===== src/rtl/circuit2b_sweep_ctrl_pkg.sv =====
// Shared types and constants for the Circuit2B exhaustive sweep controller.
package circuit2b_pkg;

    localparam int NUM_VECTORS = 32;
    localparam int VEC_W       = 5;
    localparam int ERR_W       = 6;

    typedef enum logic [2:0] {
        IDLE   = 3'd0,
        DRIVE  = 3'd1,
        SETTLE = 3'd2,
        SAMPLE = 3'd3,
        DONE   = 3'd4
    } state_t;

    // A vector fails when either output disagrees with its expected table bit;
    // a double mismatch still counts as a single failing vector.
    function automatic logic vec_fails(
        input logic [NUM_VECTORS-1:0] exp_f,
        input logic [NUM_VECTORS-1:0] exp_g,
        input logic                   out_f,
        input logic                   out_g,
        input logic [VEC_W-1:0]       idx
    );
        return (out_f != exp_f[idx]) || (out_g != exp_g[idx]);
    endfunction

endpackage


===== src/rtl/circuit2b_sweep_ctrl_if.sv =====
// Control/status bundle between the sweep controller and whoever launches runs.
interface circuit2b_sweep_ctrl_if;
    import circuit2b_pkg::*;

    logic                   start;
    logic                   abort;
    logic [NUM_VECTORS-1:0] exp_f;
    logic [NUM_VECTORS-1:0] exp_g;
    logic                   busy;
    logic                   done;
    logic                   pass;
    logic [ERR_W-1:0]       err_count;
    logic [VEC_W-1:0]       first_fail;
    logic                   first_fail_valid;

    // Caller side: requests runs and reads results.
    modport master (
        output start, abort, exp_f, exp_g,
        input  busy, done, pass, err_count, first_fail, first_fail_valid
    );

    // Controller side.
    modport slave (
        input  start, abort, exp_f, exp_g,
        output busy, done, pass, err_count, first_fail, first_fail_valid
    );

endinterface


===== src/rtl/circuit2b_sweep_ctrl.sv =====
// Exhaustive sweep controller for Circuit2B: steps all 32 input vectors,
// waits SETTLE_CYCLES after each drive, scores OutF/OutG against latched
// expected tables and reports error count, lowest failing vector and pass.
module circuit2b_sweep_ctrl
    import circuit2b_pkg::*;
#(
    parameter int unsigned SETTLE_CYCLES = 2
) (
    input  logic                  i_clk,
    input  logic                  i_rst_n,
    circuit2b_sweep_ctrl_if.slave ctrl_if,
    output logic                  o_in_a,
    output logic                  o_in_b,
    output logic                  o_in_c,
    output logic                  o_in_d,
    output logic                  o_in_e,
    input  logic                  i_out_f,
    input  logic                  i_out_g
);

    // Settle counter runs 0..SETTLE_CYCLES-1; a zero setting skips SETTLE entirely.
    localparam int unsigned SETTLE_LAST_INT = (SETTLE_CYCLES == 32'd0) ? 32'd0 : (SETTLE_CYCLES - 32'd1);
    localparam logic [3:0]  SETTLE_LAST     = 4'(SETTLE_LAST_INT);
    localparam bit          NO_SETTLE       = (SETTLE_CYCLES == 32'd0);
    localparam logic [VEC_W-1:0] LAST_VEC   = VEC_W'(NUM_VECTORS - 1);

    state_t                 r_state;
    logic [VEC_W-1:0]       r_index;
    logic [3:0]             r_settle_cnt;
    logic [NUM_VECTORS-1:0] r_exp_f;
    logic [NUM_VECTORS-1:0] r_exp_g;
    logic [VEC_W-1:0]       r_in;
    logic                   r_busy;
    logic                   r_done;
    logic                   r_pass;
    logic [ERR_W-1:0]       r_err_count;
    logic [VEC_W-1:0]       r_first_fail;
    logic                   r_first_fail_valid;
    logic                   w_fail;

    // Circuit2B is combinational, so its outputs reflect r_in directly.
    assign w_fail = vec_fails(r_exp_f, r_exp_g, i_out_f, i_out_g, r_index);

    // Sweep FSM: accepts runs, drives vectors, times settling, scores samples.
    always_ff @(posedge i_clk) begin
        if (!i_rst_n) begin
            r_state            <= IDLE;
            r_index            <= {VEC_W{1'b0}};
            r_settle_cnt       <= 4'd0;
            r_exp_f            <= {NUM_VECTORS{1'b0}};
            r_exp_g            <= {NUM_VECTORS{1'b0}};
            r_in               <= {VEC_W{1'b0}};
            r_busy             <= 1'b0;
            r_done             <= 1'b0;
            r_pass             <= 1'b0;
            r_err_count        <= {ERR_W{1'b0}};
            r_first_fail       <= {VEC_W{1'b0}};
            r_first_fail_valid <= 1'b0;
        end else begin
            r_done <= 1'b0;
            if (ctrl_if.abort && (r_state != IDLE)) begin
                // Abort: release Circuit2B inputs, keep error statistics.
                r_state <= IDLE;
                r_in    <= {VEC_W{1'b0}};
                r_busy  <= 1'b0;
                r_pass  <= 1'b0;
            end else begin
                case (r_state)
                    IDLE: begin
                        if (ctrl_if.start && !ctrl_if.abort) begin
                            r_exp_f            <= ctrl_if.exp_f;
                            r_exp_g            <= ctrl_if.exp_g;
                            r_err_count        <= {ERR_W{1'b0}};
                            r_pass             <= 1'b0;
                            r_first_fail       <= {VEC_W{1'b0}};
                            r_first_fail_valid <= 1'b0;
                            r_index            <= {VEC_W{1'b0}};
                            r_busy             <= 1'b1;
                            r_state            <= DRIVE;
                        end else begin
                            r_state <= IDLE;
                        end
                    end
                    DRIVE: begin
                        r_in         <= r_index;
                        r_settle_cnt <= 4'd0;
                        r_state      <= NO_SETTLE ? SAMPLE : SETTLE;
                    end
                    SETTLE: begin
                        if (r_settle_cnt == SETTLE_LAST) begin
                            r_state <= SAMPLE;
                        end else begin
                            r_settle_cnt <= r_settle_cnt + 4'd1;
                        end
                    end
                    SAMPLE: begin
                        if (w_fail) begin
                            r_err_count <= r_err_count + 6'd1;
                            if (!r_first_fail_valid) begin
                                r_first_fail       <= r_index;
                                r_first_fail_valid <= 1'b1;
                            end else begin
                                r_first_fail_valid <= 1'b1;
                            end
                        end else begin
                            r_err_count <= r_err_count;
                        end
                        // The index stops at the last vector rather than wrapping.
                        if (r_index == LAST_VEC) begin
                            r_state <= DONE;
                        end else begin
                            r_index <= r_index + 5'd1;
                            r_state <= DRIVE;
                        end
                    end
                    DONE: begin
                        r_done  <= 1'b1;
                        r_pass  <= (r_err_count == {ERR_W{1'b0}});
                        r_busy  <= 1'b0;
                        r_state <= IDLE;
                    end
                    default: begin
                        r_state <= IDLE;
                        r_busy  <= 1'b0;
                    end
                endcase
            end
        end
    end

    assign o_in_a = r_in[4];
    assign o_in_b = r_in[3];
    assign o_in_c = r_in[2];
    assign o_in_d = r_in[1];
    assign o_in_e = r_in[0];

    assign ctrl_if.busy             = r_busy;
    assign ctrl_if.done             = r_done;
    assign ctrl_if.pass             = r_pass;
    assign ctrl_if.err_count        = r_err_count;
    assign ctrl_if.first_fail       = r_first_fail;
    assign ctrl_if.first_fail_valid = r_first_fail_valid;

endmodule


===== src/flat_wrapper.sv =====
// flat-port wrapper written by rule: the top's interface ports become plain ports
module circuit2b_sweep_ctrl_flat import circuit2b_pkg::*;
#(
    parameter int unsigned SETTLE_CYCLES = 2
)
  (i_clk, i_rst_n, o_in_a, o_in_b, o_in_c, o_in_d, o_in_e, i_out_f, i_out_g, ctrl_if_start, ctrl_if_abort, ctrl_if_exp_f, ctrl_if_exp_g, ctrl_if_busy, ctrl_if_done, ctrl_if_pass, ctrl_if_err_count, ctrl_if_first_fail, ctrl_if_first_fail_valid);
  circuit2b_sweep_ctrl_if ctrl_if_i ();
  input  logic i_clk;
  input  logic i_rst_n;
  output logic o_in_a;
  output logic o_in_b;
  output logic o_in_c;
  output logic o_in_d;
  output logic o_in_e;
  input  logic i_out_f;
  input  logic i_out_g;
  input wire logic [$bits(ctrl_if_i.start)-1:0] ctrl_if_start;
  input wire logic [$bits(ctrl_if_i.abort)-1:0] ctrl_if_abort;
  input wire logic [$bits(ctrl_if_i.exp_f)-1:0] ctrl_if_exp_f;
  input wire logic [$bits(ctrl_if_i.exp_g)-1:0] ctrl_if_exp_g;
  output wire logic [$bits(ctrl_if_i.busy)-1:0] ctrl_if_busy;
  output wire logic [$bits(ctrl_if_i.done)-1:0] ctrl_if_done;
  output wire logic [$bits(ctrl_if_i.pass)-1:0] ctrl_if_pass;
  output wire logic [$bits(ctrl_if_i.err_count)-1:0] ctrl_if_err_count;
  output wire logic [$bits(ctrl_if_i.first_fail)-1:0] ctrl_if_first_fail;
  output wire logic [$bits(ctrl_if_i.first_fail_valid)-1:0] ctrl_if_first_fail_valid;
  assign ctrl_if_i.start = ctrl_if_start;
  assign ctrl_if_i.abort = ctrl_if_abort;
  assign ctrl_if_i.exp_f = ctrl_if_exp_f;
  assign ctrl_if_i.exp_g = ctrl_if_exp_g;
  assign ctrl_if_busy = ctrl_if_i.busy;
  assign ctrl_if_done = ctrl_if_i.done;
  assign ctrl_if_pass = ctrl_if_i.pass;
  assign ctrl_if_err_count = ctrl_if_i.err_count;
  assign ctrl_if_first_fail = ctrl_if_i.first_fail;
  assign ctrl_if_first_fail_valid = ctrl_if_i.first_fail_valid;
  circuit2b_sweep_ctrl #(.SETTLE_CYCLES(SETTLE_CYCLES)) u_core (.i_clk(i_clk), .i_rst_n(i_rst_n), .ctrl_if(ctrl_if_i), .o_in_a(o_in_a), .o_in_b(o_in_b), .o_in_c(o_in_c), .o_in_d(o_in_d), .o_in_e(o_in_e), .i_out_f(i_out_f), .i_out_g(i_out_g));
endmodule

===== config.mk =====
export PLATFORM = sky130hd
export DESIGN_NAME = circuit2b_sweep_ctrl_flat
export DESIGN_NICKNAME = d
export VERILOG_FILES = /design/src/rtl/circuit2b_sweep_ctrl_pkg.sv /design/src/rtl/circuit2b_sweep_ctrl_if.sv /design/src/rtl/circuit2b_sweep_ctrl.sv /design/src/flat_wrapper.sv
export SDC_FILE = /design/constraint.sdc
export NUM_CORES = 1
export LEC_CHECK = 0
export BUFFER_PORTS_ARGS = -buffer_cell sky130_fd_sc_hd__buf_2
export CORE_MARGIN = 1.5
export CORE_UTILIZATION = 55
export CTS_CLUSTER_DIAMETER = 100
export DETAILED_ROUTE_END_ITERATION = 10
export PLACE_DENSITY_LB_ADDON = 0.1
export SLEW_MARGIN = 5
export SYNTH_ARGS = -nofsm -noshare
export SYNTH_HDL_FRONTEND = slang
export SYNTH_SLANG_ARGS = --single-unit

===== constraint.sdc =====
create_clock -name i_clk -period 3.2 [get_ports i_clk]
set_input_delay 0.16 -clock i_clk [delete_from_list [all_inputs] [get_ports i_clk]]
set_output_delay 0.16 -clock i_clk [all_outputs]
set_load 0.01 [all_outputs]

# [After elaboration in Yosys (flattened, before gate mapping)]
# Cells that the tools add are included.
[totals] reg_bits=96 latchBits=0 mem_bits_rw=0 mem_bits_ro=0 output_inout_bits=20 wordCells=78 mem_count=0
[op_classes] addsub=3 n_mul=0 div=0 order_cmp=1 n_eq_ne=14 shifts=0 muxes=26 bitwise=3 n_reduce_logical=19
[op_table] op="$mux 5" count=4
[op_table] op="$pmux 5 s2" count=2
[op_table] op="$mux 6" count=2
[op_table] op="$pmux 3 s4" count=1
[op_table] op="$pmux 6 s2" count=1
[op_table] op="$bmux 1 s5" count=2
[op_table] op="$pmux 4 s2" count=1
[op_table] op="$reduce_and 4->1" count=2
[op_table] op="$mux 1" count=7
[op_table] op="$add 6x1->6 const B" count=1
[op_table] op="$eq 3x2->1 const B" count=2
[op_table] op="$logic_not 6->1" count=1
[op_table] op="$lt 5x6->1 const B" count=1
[op_table] op="$mux 3" count=2
[op_table] op="$ne 2x1->1 const B" count=3
[op_table] op="$ne 2x2->1 const B" count=3
[op_table] op="$pmux 1 s2" count=3
[op_table] op="$reduce_and 3->1" count=2
[op_table] op="$reduce_bool 2->1" count=3
[op_table] op="$add 5x1->5 const B" count=1
[op_table] op="$eq 5x5->1 const B" count=1
[op_table] op="$reduce_and 5->1" count=1
[op_table] op="$add 4x1->4 const B" count=1
[op_table] op="$eq 4x1->1 const B" count=1
[op_table] op="other kinds (13)" count=18

# [Depth between registers and ports, before layout]
# Gate-level depths: netlist of the first run.
[depth] word_depth=6 depth_mapped=10

# [Least setup slack after synthesis of the first run]
# No wires, ideal clock.
[synth_path] kind="register to register" from="register u_core.r_index[1]" to="register u_core.r_first_fail[2] (netlist: u_core.ctrl_if.first_fail[2])" setup_time_ns=0.127 t_arrival_ns=2.238 path_slack_ns=0.835 path_stages_with_launch=10 n_path_buf=1 synth_period_minus_slack_ns=2.365 path_cell_list="dfxtp_1 -> buf_6 -> mux4_1 -> mux2_2 -> nand2_1 -> nand4_1 -> xor2_1 -> o21ai_1 -> a21oi_1 -> o2bb2ai_1"
[synth_via] elab_chain_cells=6 elab_cells_between_ends=9 classes_between="3 x eq/ne; 4 x mux; 2 x reduce/logical"
[synth_rtl] element="from (decl)" line="circuit2b_sweep_ctrl.sv:28" text="logic [VEC_W-1:0] r_index;"
[synth_rtl] element="from (signal assigned)" line="circuit2b_sweep_ctrl.sv:48" text="r_index <= {VEC_W{1'b0}};"
[synth_rtl] element="from (signal assigned)" line="circuit2b_sweep_ctrl.sv:77" text="r_index <= {VEC_W{1'b0}};"
[synth_rtl] element="from (signal assigned)" line="circuit2b_sweep_ctrl.sv:112" text="r_index <= r_index + 5'd1;"
[synth_rtl] element="$bmux 1 s5" line="circuit2b_sweep_ctrl_pkg.sv:25" text="return (out_f != exp_f[idx]) || (out_g != exp_g[idx]);"
[synth_rtl] element="$mux 1 (not written as such)" line="circuit2b_sweep_ctrl_pkg.sv:25"
[synth_rtl] element="$ne 1x1->1" line="circuit2b_sweep_ctrl_pkg.sv:25"
[synth_rtl] element="$logic_or 1x1->1 *" line="circuit2b_sweep_ctrl_pkg.sv:25"
[synth_rtl] element="$ne 2x1->1 (no source line) *"
[synth_rtl] element="$reduce_and 5->1 (no source line) *"
[synth_rtl] element="to (signal assigned)" line="circuit2b_sweep_ctrl.sv:57" text="r_first_fail <= {VEC_W{1'b0}};"
[synth_rtl] element="to (signal assigned)" line="circuit2b_sweep_ctrl.sv:75" text="r_first_fail <= {VEC_W{1'b0}};"
[synth_rtl] element="to (signal assigned)" line="circuit2b_sweep_ctrl.sv:100" text="r_first_fail <= r_index;"
[synth_rtl] element="to (decl)" line="circuit2b_sweep_ctrl.sv:37" text="logic [VEC_W-1:0] r_first_fail;"
# Mark *: on every way between the ends. The rest lies on a longest branch, timed or not. The select of a mux whose other input is x is not followed.
# A chain may end at the register's enable or synchronous reset.

# [Worst setup path in the final report of the first run]
# Ends and elaborated chain as after synthesis.

==> metrics.md, run 1 <==
| Metric | Value |
|---|---|
| Slew Viols, Final | `0` |
| N_diodes | `0` |
| Max incr delay on CP | `0.64 ns` |
| Ys Warns | `0` |
| Hold buffer count at CTS | `0` |
| Final nets | `661` |
| Core Area | `7770 um^2` |
| Non-filler cells, final | `691` |
| RSZ-0062 raised after global routing | `false` |
| Pre-CTS setup slack | `0.302 ns` |
| Most frequent cells in the layout | `151 x nand2_1, 96 x dfxtp_1, 89 x buf_2` |
| Logic pwr share | `0.084` |
| Switch share | `0.229` |
| Worst Path Arrival | `3.10 ns` |
| Setup crit start kind | `flop` |
| Final setup viols | `0` |
| Final core occ | `0.661` |
| Fin crit share | `0.895` |
| Critical path startpoint | `u_core.r_index[1]` |
| CTS Buffer Depth | `2` |
| Ys async rst share | `0` |
| Detail Placement HPWL | `6910 um` |
| Share of cells above drive strength 1 | `0.214` |
| Worst r2r src | `u_core.r_index[1]` |
| Slowest cell on the critical path | `dfxtp_1` |
| Max_cap viols | `0` |
| Kind of critical path | `flop to flop` |
| Crit path max fanout | `13` |
| Post-Syn Instances | `510` |
| First-pass GRT wire length | `15800 um` |
| Netlist Area Pre-Place | `4420 um^2` |
| Setup WS post-layout | `0.337 ns` |
| WL final | `9630 um` |
| Status | `finished clean` |
| Post-synthesis simple-gate area fraction | `0.206` |
| Area share of fa/ha/maj cells after synthesis | `0.0170` |
| Worst hold path type | `input port to flop` |
| Clock share of power | `0.376` |
| Worst Path Required | `3.43 ns` |
| CP Depth | `8` |
| P_sw | `0.535 mW` |
| Tmin final | `2.86 ns` |
| Initial antenna violation count | `0` |
| Placed Instance Area | `4920 um^2` |
| Pint | `1.80 mW` |
| DR pass1 iterations | `4` |
| Initial drt markers | `132` |
| R2R Setup Slk | `0.34 ns` |
| CTS Root Cell | `clkbuf_8` |
| Num Clock Sinks | `96` |
| CTS Buf Count | `9` |
| Post-synth cell types | `46` |
| Leak | `1.97 nW` |
| DRC viols | `0` |
| Clk_lat worst skew | `0.36 ns` |
| Largest family of logic cells by synthesized area | `simple AND/OR/NAND/NOR gates` |
| Area delta synth->final | `16.1%` |
| Most common cell after layout, fill and taps aside | `nand2_1` |
| FP Rows | `32` |
| Initial Util | `0.569` |
| Sequential power share | `0.539` |
| Worst-Margin Slew | `0.742 ns` |
| Final-report hold violation count | `0` |
| Antenna Nets Post-Route | `0` |
| Post-CTS Resized | `0` |
| Skew final | `0.0101 ns` |
| Fraction of the yosys area taken by sequential cells | `0.435` |
| Htree depth | `3` |
| End of the critical path | `u_core.ctrl_if.first_fail[2]` |
| Die area | `8590 um^2` |
| Crit. End Element | `flop` |
| CTS tree | `done` |
| Clock-pin slew on the worst setup and hold paths | `0.09 ns` |
| Fmax | `349 MHz` |
| Design Area, Final | `5140 um^2` |
| Multiplexer area fraction after synthesis | `0.104` |
| RePlAce Congestion | `0.803` |
| TNS Setup | `0 ns` |
| Reg2Reg Capture Point | `u_core.ctrl_if.first_fail[2]` |
| Die H | `92.7 um` |
| Synth Flop Type | `dfxtp_1` |
| Relative slew slack | `0.506` |
| Peak supply drop | `0.215 mV` |
| EDFF count, synth | `0` |
| Largest net degree at the start of global routing | `47` |
| CP delay by family, top | `multiplexers` |
| Die Wd | `92.7 um` |
| Gr usage total | `0.234` |
| Flops & latches, synth | `96` |
| Port-buffer cells | `89` |
| R2R depth | `8` |
| Post-CTS Setup Bufs | `0` |
| Routed wire per std cell | `13.9 um` |
| Avg Vias per Cell | `5.30` |
| Cell Chain, Critical Path | `mux4_1, mux2_2, nand2_1, nand4_1, xor2_1, o21ai_1, a21oi_1, o2bb2ai_1` |
| Post-Synth XOR/XNOR Area | `0.0136` |
| Syn_nets | `586` |
| WP buf/inv | `0` |
| Synth Area per Inst | `8.67 um^2` |
| Cell Pwr Density | `455 nW/um^2` |
| GRT overflow | `0` |
| Placed Instances | `676` |
| Total number of vias | `3663` |
| # IOs | `90` |
| Complex-gate fraction of the synthesized area | `0.184` |
| Number of global-route vias before repair | `3319` |
==> power by group through the flow <==
| stage | combinational, mW | sequential [mW] | clock (mW) |
|---|---|---|---|
| after floorplan | 0.125 | 1.28 | 0 |
| after global placement | 0.193 | 1.29 | 0 |
| after detailed placement | 0.198 | 1.29 | 0 |
| after CTS | 0.199 | 1.26 | 0.888 |
| after global routing | 0.221 | 1.26 | 0.948 |
| final | 0.197 | 1.26 | 0.878 |
==> cells by family (layout without fill, tap and decap cells) <==
| group | count (synthesis) | count (layout) |
|---|---|---|
| compound gates | 110 | 110 |
| simple gates | 214 | 214 |
| buf+inv | 43 | 122 |
| xor+xnor | 6 | 6 |
| flops | 96 | 96 |
| mux | 35 | 35 |
| fa+ha+maj | 6 | 6 |
==> flip-flops by register name, indices dropped and copies added, names as in the netlist <==
register	cells
u_core.ctrl_if.pass	1
u_core.ctrl_if.err_count	6
u_core.r_exp_f	32
u_core.r_in	5
u_core.r_state	3
u_core.ctrl_if.first_fail	5
u_core.ctrl_if.done	1
u_core.r_settle_cnt	4
u_core.r_index	5
u_core.ctrl_if.busy	1
u_core.r_exp_g	32
u_core.ctrl_if.first_fail_valid	1
==> Yosys cell counts, types with 5 or more instances <==
| library cell | number | area share |
|---|---|---|
| o21ai_1 | 7 | 0.0079 |
| nor2_1 | 20 | 0.017 |
| nand3_1 | 9 | 0.010 |
| mux2i_1 | 26 | 0.059 |
| a22oi_1 | 6 | 0.010 |
| a21oi_1 | 10 | 0.011 |
| clkbuf_1 | 23 | 0.020 |
| nand2b_1 | 7 | 0.0099 |
| ha_1 | 6 | 0.017 |
| nor2b_1 | 6 | 0.0085 |
| inv_1 | 10 | 0.0085 |
| nand4_1 | 5 | 0.0071 |
| nand2_1 | 151 | 0.13 |
| xor2_1 | 5 | 0.0099 |
| dfxtp_1 | 96 | 0.43 |
| a21boi_0 | 64 | 0.11 |
| o2bb2ai_1 | 5 | 0.0099 |
| mux4_1 | 5 | 0.030 |
==> worst register-to-register path, stage by stage (launching register included) <==
cell and delay, ns:
dfxtp_1 0.64, mux4_1 0.62, mux2_2 0.28, nand2_1 0.07
nand4_1 0.11, xor2_1 0.44, o21ai_1 0.11, a21oi_1 0.34
o2bb2ai_1 0.13
==> routing by layer <==
metal / GRT usage / share of wire
met1: 0.335 / 0.50
met2: 0.354 / 0.44
met3: 0.0509 / 0.046
met4: 0.0657 / 0.012
met5: 0 / 0
==> through the flow <==
stage / hold WS [ns] / total power, mW
3_3_place_gp: 0.410 / 1.48
4_1_cts: 0.0384 / 2.35
6_report: 0.0407 / 2.34
2_1_floorplan: 0.305 / 1.40
5_1_grt: 0.0330 / 2.43
3_5_place_dp: 0.420 / 1.48
==> final cells by class <==
type	instances	area, um^2
Clock buffer	12	155
Multi-Input combinational cell	371	2320
Clock inverter	3	65.1
Timing Repair Buffer	97	505
Tap cell	102	128
Fill cell	693	2630
Inverter	10	37.5
Sequential cell	96	1920
==> worst min path at each step <==
stage / startpoint / endpoint / cells after the start
finish: ctrl_if_exp_g[0] / u_core.r_exp_g[0] / 3
global route: ctrl_if_exp_f[4] / u_core.r_exp_f[4] / 3
floorplan: ctrl_if_exp_f[10] / u_core.r_exp_f[10] / 2
detailed placement: ctrl_if_exp_g[0] / u_core.r_exp_g[0] / 3
CTS: ctrl_if_exp_g[0] / u_core.r_exp_g[0] / 3
global placement: ctrl_if_exp_f[7] / u_core.r_exp_f[7] / 3
Power figures use the tool's default switching activity.
==> inputs of run 2 (changes only) <==
--- a/config.mk
+++ b/config.mk
@@ -11,6 +11,7 @@
 export CTS_CLUSTER_DIAMETER = 100
 export DETAILED_ROUTE_END_ITERATION = 10
 export PLACE_DENSITY_LB_ADDON = 0.1
+export SKIP_LAST_GASP = 1
 export SLEW_MARGIN = 5
 export SYNTH_ARGS = -nofsm -noshare
 export SYNTH_HDL_FRONTEND = slang
==> constraint.sdc (replaced) <==
create_clock -name i_clk -period 3.2 [get_ports i_clk]
set_input_delay 0.48 -clock i_clk [delete_from_list [all_inputs] [get_ports i_clk]]
set_output_delay 0.48 -clock i_clk [all_outputs]
set_load 0.01 [all_outputs]
==> run 2 against run 1 <==
  * Setup slack better by 0.016 ns
  * Final area is 0.27% lower
  * Worst hold slack better by 0.31 ns
  * Critical path depth stayed put
  * Count of clock-buffer cells in the layout unchanged
  * First-iteration DRC count increased by 43%
  * Wire length is 1.4% lower
  * Via count down 1.4%
  * Sequential power barely moved
  * Critical endpoint unchanged
  * Largest cell class unchanged
==> metrics.md, run 2 (same netlist as run 1, synthesis figures left out) <==
| Metric | Value |
|---|---|
| GRT overflow | `0` |
| Relative slew slack | `0.566` |
| Core Area | `7770 um^2` |
| Routed wire per std cell | `13.7 um` |
| CTS Root Cell | `clkbuf_8` |
| DR pass1 iterations | `4` |
| Fin crit share | `0.890` |
| GR Util met1 | `0.346` |
| Gr usage total | `0.235` |
| Number of global-route vias before repair | `3275` |
| Status | `finished clean` |
| CTS Buf Count | `9` |
| Worst Path Required | `3.44 ns` |
| WP buf/inv | `0` |
| Port-buffer cells | `89` |
| Clock-pin slew on the worst setup and hold paths | `0.10 ns` |
| Share of cells above drive strength 1 | `0.215` |
| CTS Buffer Depth | `2` |
| FP Rows | `32` |
| RSZ-0062 raised after global routing | `false` |
| Design Area, Final | `5120 um^2` |
| Initial antenna violation count | `0` |
| GRT met2 Usage | `0.349` |
| Reg2Reg Capture Point | `u_core.ctrl_if.first_fail[2]` |
| Skew final | `0.0141 ns` |
| First-pass GRT wire length | `16000 um` |
| Clk_lat worst skew | `0.36 ns` |
| Non-filler cells, final | `693` |
| Worst Path Arrival | `3.09 ns` |
| R2R Setup Slk | `0.35 ns` |
| Leak | `1.95 nW` |
| CTS tree | `done` |
| Peak supply drop | `0.252 mV` |
| Kind of critical path | `flop to flop` |
| Post-CTS Resized | `0` |
| Cell Chain, Critical Path | `mux4_1, mux2_2, nand2_1, nand4_1, xor2_1, o21ai_1, a21oi_1, o2bb2ai_1` |
| Die H | `92.7 um` |
| N_diodes | `0` |
| Antenna Nets Post-Route | `0` |
| End of the critical path | `u_core.ctrl_if.first_fail[2]` |
| Crit. End Element | `flop` |
| Worst hold path type | `input port to flop` |
| Post-CTS Setup Bufs | `0` |
| Max_cap viols | `0` |
| Slowest cell on the critical path | `dfxtp_1` |
| Num Clock Sinks | `96` |
| Critical path startpoint | `u_core.r_index[1]` |
| Final-report hold violation count | `0` |
| Placed Instance Area | `4920 um^2` |
| Tmin final | `2.85 ns` |
| Cell Pwr Density | `439 nW/um^2` |
| Initial drt markers | `189` |
| Detail Placement HPWL | `6910 um` |
| Hold buffer count at CTS | `0` |
| TNS Setup | `0 ns` |
| Die area | `8590 um^2` |
| Initial Util | `0.569` |
| Htree depth | `3` |
| DRC viols | `0` |
| Avg Vias per Cell | `5.21` |
| Fill cells | `688` |
| # IOs | `90` |
| Most frequent cells in the layout | `151 x nand2_1, 96 x dfxtp_1, 89 x buf_2` |
| Total number of vias | `3610` |
| Worst-Margin Slew | `0.649 ns` |
| CP Depth | `8` |
| Final setup viols | `0` |
| Most common cell after layout, fill and taps aside | `nand2_1` |
| R2R depth | `8` |
| Setup crit start kind | `flop` |
| Most Crowded Layer GR | `met2` |
| Worst r2r src | `u_core.r_index[1]` |
| Largest net degree at the start of global routing | `48` |
| Slew Viols, Final | `0` |
| Die Wd | `92.7 um` |
| GR Layer Usage met3 | `0.0345` |
| Placed Instances | `677` |
| Max incr delay on CP | `0.66 ns` |
| Area delta synth->final | `15.8%` |
| Final nets | `662` |
| RePlAce Congestion | `0.799` |
| CP delay by family, top | `multiplexers` |
| WL final | `9490 um` |
| Fmax | `351 MHz` |
| Crit path max fanout | `13` |
==> run 2: cell types whose count changed in the layout (fill, tap and decap cells not counted) <==
cell	previous run	this run
clkinv_4	0	1
clkbuf_1	1	2
clkinvlp_4	0	2
clkinv_2	1	0
buf_4	8	9
clkbuf_8	11	10
bufinv_16	2	1
==> run 2: worst min-delay path: cells and delay by family <==
kind                   cells  cell delay (ns)
AO/OA/AOI/OAI              1             0.06
buffers and inverters      1             0.09
AND/OR/NAND/NOR            1             0.04
==> run 2: routing by layer <==
metal	share of wire	wire (um)
met1	0.49	4630
met4	0.011	102
met3	0.058	551
met5	0	0
met2	0.44	4210
==> run 2: worst min-delay path by stage <==
stage | depth (start not counted) | start | slack [ns] | to
floorplan | 2 | u_core.r_exp_f[3] | 0.44 | u_core.r_exp_f[3]
global placement | 2 | u_core.r_exp_f[2] | 0.45 | u_core.r_exp_f[2]
detailed placement | 2 | u_core.r_exp_f[6] | 0.46 | u_core.r_exp_f[6]
CTS | 3 | ctrl_if_exp_f[17] | 0.34 | u_core.r_exp_f[17]
global route | 3 | ctrl_if_exp_f[14] | 0.34 | u_core.r_exp_f[14]
finish | 3 | ctrl_if_exp_f[17] | 0.35 | u_core.r_exp_f[17]
==> run 2: area by class of cell <==
cell class	instances	area [um^2]	area share
Clock buffer	12	145	0.0283
Inverter	10	37.5	0.00733
Timing Repair Buffer	98	513	0.100
Multi-Input combinational cell	371	2320	0.454
Clock inverter	4	53.8	0.0105
Sequential cell	96	1920	0.375
Tap cell	102	128	0.0249
==> run 2: stage by stage <==
step / hold WS [ns] / total power, mW / worst slack [ns] / util
3_3_place_gp: 0.446 / 1.48 / 0.481 / 0.634
3_5_place_dp: 0.455 / 1.49 / 0.349 / 0.634
4_1_cts: 0.342 / 2.27 / 0.360 / 0.659
2_1_floorplan: 0.439 / 1.40 / 0.835 / -
6_report: 0.350 / 2.25 / 0.353 / 0.659
5_1_grt: 0.344 / 2.35 / 0.172 / 0.659
==> run 2: power by group <==
group          switching (mW)  leakage, nW  total [mW]  internal (mW)
Combinational           0.108         1.08       0.196         0.0877
Clock                   0.406       0.0928       0.791          0.385
Sequential             0.0254        0.781        1.26           1.24
Total                   0.540         1.95        2.25           1.71
==> inputs of run 3 (changes only) <==
--- a/config.mk
+++ b/config.mk
@@ -6,6 +6,7 @@
 export NUM_CORES = 1
 export LEC_CHECK = 0
 export BUFFER_PORTS_ARGS = -buffer_cell sky130_fd_sc_hd__buf_2
+export CORE_ASPECT_RATIO = 0.5
 export CORE_MARGIN = 1.5
 export CORE_UTILIZATION = 55
 export CTS_CLUSTER_DIAMETER = 100
==> constraint.sdc (replaced) <==
create_clock -name i_clk -period 3.2 [get_ports i_clk]
set_input_delay 0.48 -clock i_clk [delete_from_list [all_inputs] [get_ports i_clk]]
set_output_delay 0.48 -clock i_clk [all_outputs]
set_load 0.1 [all_outputs]
==> run 3 against run 2 <==
  * Sequential cell count is the same
  * Via count increased by 0.50%
  * Sequential power about the same
  * Non-clock buffer count is 1 lower
  * Global-route usage grew 0.95 points
  * Critical path depth is the same
  * Final cell count rose by 0.72%
  * Combinational power rose by 4%
  * Critical endpoint unchanged
  * Largest power group unchanged
  * Highest routed layer unchanged
==> metrics.md, run 3 (same netlist as run 1, synthesis figures left out) <==
| Metric | Value |
|---|---|
| Status | `finished clean` |
| Design Area, Final | `5210 um^2` |
| Cell Pwr Density | `472 nW/um^2` |
| Port-buffer cells | `89` |
| N_diodes | `0` |
| Post-CTS Resized | `0` |
| Setup crit start kind | `flop` |
| Clock-pin slew on the worst setup and hold paths | `0.07 ns` |
| CTS tree | `done` |
| Slew Viols, Final | `0` |
| Fin crit share | `0.881` |
| Tmin final | `2.82 ns` |
| Peak supply drop | `0.294 mV` |
| Largest net degree at the start of global routing | `75` |
| Share of cells above drive strength 1 | `0.217` |
| Kind of critical path | `flop to flop` |
| Final-report hold violation count | `0` |
| Detail Placement HPWL | `6700 um` |
| Initial drt markers | `205` |
| Slowest cell on the critical path | `mux4_1` |
| Leak | `1.99 nW` |
| Area delta synth->final | `17.8%` |
| # IOs | `90` |
| DRC viols | `0` |
| Final nets | `661` |
| CTS Buffer Depth | `2` |
| Worst Path Required | `3.43 ns` |
| Overall Power | `2.46 mW` |
| Crit path max fanout | `10` |
| Fmax | `355 MHz` |
| TNS Setup | `0 ns` |
| Most common cell after layout, fill and taps aside | `nand2_1` |
| Hold buffer count at CTS | `0` |
| Number of global-route vias before repair | `3350` |
| FP Rows | `22` |
| Die area | `8620 um^2` |
| Max_cap viols | `0` |
| WL final | `9590 um` |
| Most frequent cells in the layout | `151 x nand2_1, 96 x dfxtp_1, 89 x buf_2` |
| Total number of vias | `3628` |
| Relative slew slack | `0.554` |
| Num Clock Sinks | `96` |
| RePlAce Congestion | `0.865` |
| Final setup viols | `0` |
| RSZ-0062 raised after global routing | `false` |
| Die Wd | `130 um` |
| Htree depth | `3` |
| First-pass GRT wire length | `16000 um` |
| Post-CTS Setup Bufs | `0` |
| Antenna Nets Post-Route | `0` |
| Initial antenna violation count | `0` |
| DR pass1 iterations | `4` |
| CTS Root Cell | `clkbuf_16` |
| Worst-Margin Slew | `0.670 ns` |
| Placed Instance Area | `4940 um^2` |
| Skew final | `0.00491 ns` |
| Clk_lat worst skew | `0.35 ns` |
| Max incr delay on CP | `0.62 ns` |
| Worst hold path type | `input port to flop` |
| Hold WS | `0.375 ns` |
| Routed wire per std cell | `13.7 um` |
| Crit. End Element | `flop` |
| GRT overflow | `0` |
| Avg Vias per Cell | `5.20` |
| Cell Chain, Critical Path | `mux4_1, mux2_2, nand2_1, nand4_1, xor2_1, o21ai_1, a21oi_1, o2bb2ai_1` |
| Die H | `66.4 um` |
| Worst Path Arrival | `3.05 ns` |
| Core Area | `7540 um^2` |
| CTS Buf Count | `9` |
| Initial Util | `0.586` |
| Gr usage total | `0.244` |
[run 3: cell count changes in the layout (fill, tap and decap cells not counted), moves of 2 or more]
cell and delta:
clkbuf_16 +9, clkbuf_8 -10, clkinv_2 +3, clkbuf_1 -2, buf_4 -2
[run 3: final timing paths]
kind / from / end / slack (ns) / depth (start not counted)
worst max register to register: u_core.r_index[1] / u_core.ctrl_if.first_fail[2] / 0.38 / 8
worst min register to register: u_core.ctrl_if.first_fail[3] / u_core.ctrl_if.first_fail[3] / 0.46 / 2
worst max-delay path: u_core.r_index[1] / u_core.ctrl_if.first_fail[2] / 0.38 / 8
worst min-delay path: ctrl_if_exp_f[24] / u_core.r_exp_f[24] / 0.37 / 3
[run 3: stage by stage]
stage                     setup WS (ns)   util  std cells
after floorplan                   0.835      -        510
after global routing              0.141  0.691        698
after detailed placement          0.435  0.654        682
final                             0.382  0.691        698
after CTS                         0.401  0.691        698
after global placement            0.540  0.654        682
[run 3: critical path, delay by kind of cell (launching register included)]
kind                      cells  cell delay [ns]
AOI/OAI and AO/OA             3             0.59
and+or+nand+nor               2             0.21
DFF                           1             0.61
muxes                         2             0.90
xor gates and xnor gates      1             0.39
[run 3: routing by layer]
metal	global-route usage	share of wire	vias to the layer above
met5	0	0	-
met2	0.356	0.42	89
met1	0.345	0.52	1657
li1	-	-	1872
met4	0.0778	0.0087	0
met3	0.0720	0.054	10
[run 3: final cells by class]
class                           count  area (um^2)
Fill cell                         669         2330
Tap cell                          108          135
Timing Repair Buffer               97          518
Inverter                           10         37.5
Clock buffer                        9          225
Sequential cell                    96         1920
Multi-Input combinational cell    371         2320
Clock inverter                      7         47.5
[run 3: where the power goes]
group	switching (mW)	leakage (nW)	total [mW]	internal (mW)
clock	0.467	0.132	0.993	0.526
combinational	0.116	1.08	0.204	0.0874
sequential	0.0227	0.781	1.26	1.24
total	0.606	1.99	2.46	1.85
